===== src/rtl/vx_stream_skid_buffer.sv =====
// Two-entry valid/ready skid buffer: registers both the forward (valid/data)
// and backward (ready) paths so no combinational path crosses the block.
module vx_stream_skid_buffer #(
  parameter int DATAW    = 1,
  parameter bit PASSTHRU = 1'b0
) (
  input  logic             clk,
  input  logic             reset,
  input  logic             valid_in,
  input  logic [DATAW-1:0] data_in,
  output logic             ready_in,
  output logic             valid_out,
  output logic [DATAW-1:0] data_out,
  input  logic             ready_out,
  output logic [1:0]       size
);

  if (PASSTHRU) begin : g_passthru
    logic unused_clk_reset;
    assign unused_clk_reset = clk ^ reset;

    assign valid_out = valid_in;
    assign data_out  = data_in;
    assign ready_in  = ready_out;
    assign size      = 2'd0;
  end else begin : g_buffer
    localparam logic [1:0] ST_EMPTY = 2'd0;
    localparam logic [1:0] ST_ONE   = 2'd1;
    localparam logic [1:0] ST_FULL  = 2'd2;

    logic [1:0]       state_r;
    logic [DATAW-1:0] main_r;
    logic [DATAW-1:0] skid_r;
    logic             fire_in;
    logic             fire_out;

    // All outputs decode from registered state only; nothing flows through.
    assign valid_out = (state_r != ST_EMPTY);
    assign ready_in  = (state_r != ST_FULL);
    assign data_out  = main_r;
    assign size      = state_r;  // state encoding doubles as occupancy

    assign fire_in  = valid_in & ready_in;
    assign fire_out = valid_out & ready_out;

    always_ff @(posedge clk) begin
      if (reset) begin
        state_r <= ST_EMPTY;
        main_r  <= '0;
        skid_r  <= '0;
      end else begin
        case (state_r)
          ST_EMPTY: begin
            if (fire_in) begin
              state_r <= ST_ONE;
              main_r  <= data_in;
            end
          end
          ST_ONE: begin
            if (fire_in && !fire_out) begin
              state_r <= ST_FULL;
              skid_r  <= data_in;
            end else if (fire_in && fire_out) begin
              main_r  <= data_in;
            end else if (fire_out) begin
              state_r <= ST_EMPTY;
            end
          end
          ST_FULL: begin
            if (fire_out) begin
              state_r <= ST_ONE;
              main_r  <= skid_r;
            end
          end
          default: state_r <= ST_EMPTY;
        endcase
      end
    end

`ifndef SYNTHESIS
    always @(posedge clk) begin
      if (!reset) begin
        assert (state_r != 2'b11);
        assert (size != 2'd3);
        assert (!(fire_in && (state_r == ST_FULL)));
      end
    end
`endif
  end

endmodule

===== config.mk =====
export PLATFORM = sky130hd
export DESIGN_NAME = vx_stream_skid_buffer
export DESIGN_NICKNAME = d
export VERILOG_FILES = /design/src/rtl/vx_stream_skid_buffer.sv
export SDC_FILE = /design/constraint.sdc
export NUM_CORES = 1
export LEC_CHECK = 0
export ABC_AREA = 0
export CORE_AREA = 5 5 42 44
export CTS_CLUSTER_DIAMETER = 120
export DETAILED_ROUTE_END_ITERATION = 10
export DIE_AREA = 0 0 47 49
export MAX_ROUTING_LAYER = met4
export PLACE_DENSITY = 0.44
export REMOVE_ABC_BUFFERS = 1
export SKIP_LAST_GASP = 1
export SYNTH_ARGS = -nofsm -noshare
export SYNTH_HDL_FRONTEND = slang
export SYNTH_SLANG_ARGS = --single-unit

===== constraint.sdc =====
create_clock -name clk -period 1 [get_ports clk]
set_input_delay 0.1 -clock clk [delete_from_list [all_inputs] [get_ports clk]]
set_output_delay 0.1 -clock clk [all_outputs]
set_load 0.1 [all_outputs]

==> impl_metrics.toml <==
[grt]
track_usage_pct = 7.29
grt_pass1_wl_um = 1150
met2_usage_pct = 10.2
grt_remaining_overflow = 0
antenna_found_initial = 0
use_met3_pct = 4.80
grt_max_degree = 5
grt_busiest_layer = "met2"
first_global_vias = 286
met1_usage_pct = 7.47

[sta]
finalSetupTns_ns = -0.852
slew_headroom_pct = 87.3
rsz0062_at_grt = "yes"
min_period_ns = 1.20
setup_violations = 7
finalMaxSlewViolations = 0
fin_ws_ns = -0.197
post-route-period-util_pct = 120
holdWs_ns = 0.512
fmax_mhz = 835
finalHoldViolations = 0
fin_skew_ns = 0.00284
tightest_slew_ns = 0.185

[synthesis]
yosysWarnings = 0
syn_avg_cell_area_um2 = 9.03
syn_inst = 23
yosysSeqAreaShare_pct = 38.6
syn_area_um2 = 208
postSynthRegisterBits = 4
yosysUniqueCellTypes = 17

[floorplan]
dieArea_um2 = 2300
placement_rows = 14
design.core.area_um2 = 1400
die_x_um = 47
fp.dieH_um = 49
initial_core_util_pct = 14.8
ios = 10

[clock_network]
clock_path_buffers = 2
htreeDepth = 1
numCtsBuffers = 3
numClockSinks = 4
cts_hold_buf = 0
cts.clk_slew.worst_paths_ns = 0.04
clockRootBuffer = "clkbuf_4"
cts_tree = "built"
clkLatencyLatePin_ns = 0.23

[worst_setup_path]
criticalPathCategory = "reg2reg"
r2r_slack_ns = -0.20
worstSetupEndpointType = "flip-flop"
cp_data_arrival_time_ns = 1.35
slowest_delay_ns = 0.34
critical_path.reg2reg.endpoint = "g_buffer.skid_r"
cp_slowest_cell = "dfxtp_2"
required_ns = 1.16
cp_cell_sequence = "buf_4 -> buf_4 -> nand3b_1 -> or3_1 -> a21oi_1"
path_max_fanout = 3
r2r-start = "size[0]"
reg2reg_depth = 5
startpoint_type = "flip-flop"
crit_top_cell = "buf_4"

[finish]
drive_gt1_share_pct = 55.6
diodes = 0
layout_common_cells = "buf_4, buf_12, clkdlybuf4s50_1, buf_6, clkbuf_4"
final_cell_count_no_fill = 61
nets = 52
final_common_cell = "buf_4"
fin_util_pct = 36.0
syn2layout_area_growth_pct = 143

[pwr]
p_per_area_nw_per_um2 = 1290
leakagePower_uw = 0.000216
ir_drop_mv = 0.506

[min_path]
hold_path_depth = 2
hold_end = "data_out"
min_path_type = "reg2reg"
min_from = "data_out"

[place]
post-dp-hpwl_um = 471
dp.cells = 54
dp_slack_ns = -0.276
io_buffers = 9
gp_congestion = 0.613

[route]
post-route-drc-count = 0
first_pass_iters = 2
routed_wl_um = 734
viasPerCell = 4.41
via_count = 269
post_drt_wl_per_cell_um = 12.0
initialDrtViolationCount = 3
antenna_left = 0

[run_status]
violations = "setup timing"
status = "complete, but fails checks"

[job]
drv_cap = 0
[cells by family after synthesis]
logic type | share of synthesized area (%)
simple gates | 27.1
compound gates | 22.9
flops | 38.6
mux | 9.64
buf+inv | 1.81
[where the power goes]
group | internal [µW] | leakage [µW] | switching, µW
clock | 134 | 0.0000138 | 66.9
combinational | 122 | 0.000169 | 151
sequential | 169 | 0.0000338 | 9.36
total | 426 | 0.000216 | 227
[repair_timing]
action / in CTS / in global routing
setup endpoints to repair: 7 / 7
gates resized for setup: 8 / 5
pin swaps: 2 / 1
setup buffers: 4 / 0
[synth_stat cells]
cell      count  area share, %
nand3b_1      1            3.6
or3_1         1            3.0
dfxtp_1       4             39
a211o_1       1            4.2
nor3b_1       1            3.6
o21ba_1       1            4.8
nand2_1       1            1.8
inv_1         1            1.8
o21ai_0       1            2.4
a211oi_1      1            3.6
a21oi_1       2            4.8
nor2_1        1            1.8
o22ai_1       1            3.0
or2_1         1            3.0
mux2i_1       2            9.6
or3b_1        1            4.2
nand2b_1      2            6.0
[sequential cells by signal (all words and copies together), names as in the netlist]
name / count
size: 2
data_out: 1
g_buffer.skid_r: 1
[through the flow]
step | total power, µW | area, µm²
floorplan | 314 | 208
global placement | 421 | 413
detailed placement | 423 | 413
CTS | 648 | 484
global route | 680 | 504
finish | 653 | 504
[how the worst max path moves through the flow]
stage	startpoint	end	slack, ns	depth (start not counted)
global route	size[0]	g_buffer.skid_r	-0.24	5
CTS	size[0]	valid_out	-0.20	3
floorplan	size[1]	data_out	-1.57	3
finish	size[0]	g_buffer.skid_r	-0.20	5
detailed placement	valid_in	size[0]	-0.28	4
global placement	valid_in	size[0]	-0.27	4
[metal layers]
layer	up-vias	routed length (µm)
li1	131	-
met1	124	284
met2	14	373
met3	0	76
met4	0	0
met5	-	0
[worst max-delay path, delay by kind of cell (launching register included)]
family                 cells  cell delay (ns)
DFF                        1             0.34
buffers and inverters      2             0.22
AOI/OAI and AO/OA          1             0.15
and+or+nand+nor            2             0.42
[layout make-up]
type,count,area (µm²)
Multi-Input combinational cell,18,143
Clock buffer,3,22.5
Tap cell,16,20.0
Fill cell,151,897
Sequential cell,4,85.1
Timing Repair Buffer,19,230
Inverter,1,3.75
No activity file was read; power rests on OpenSTA's default activity.
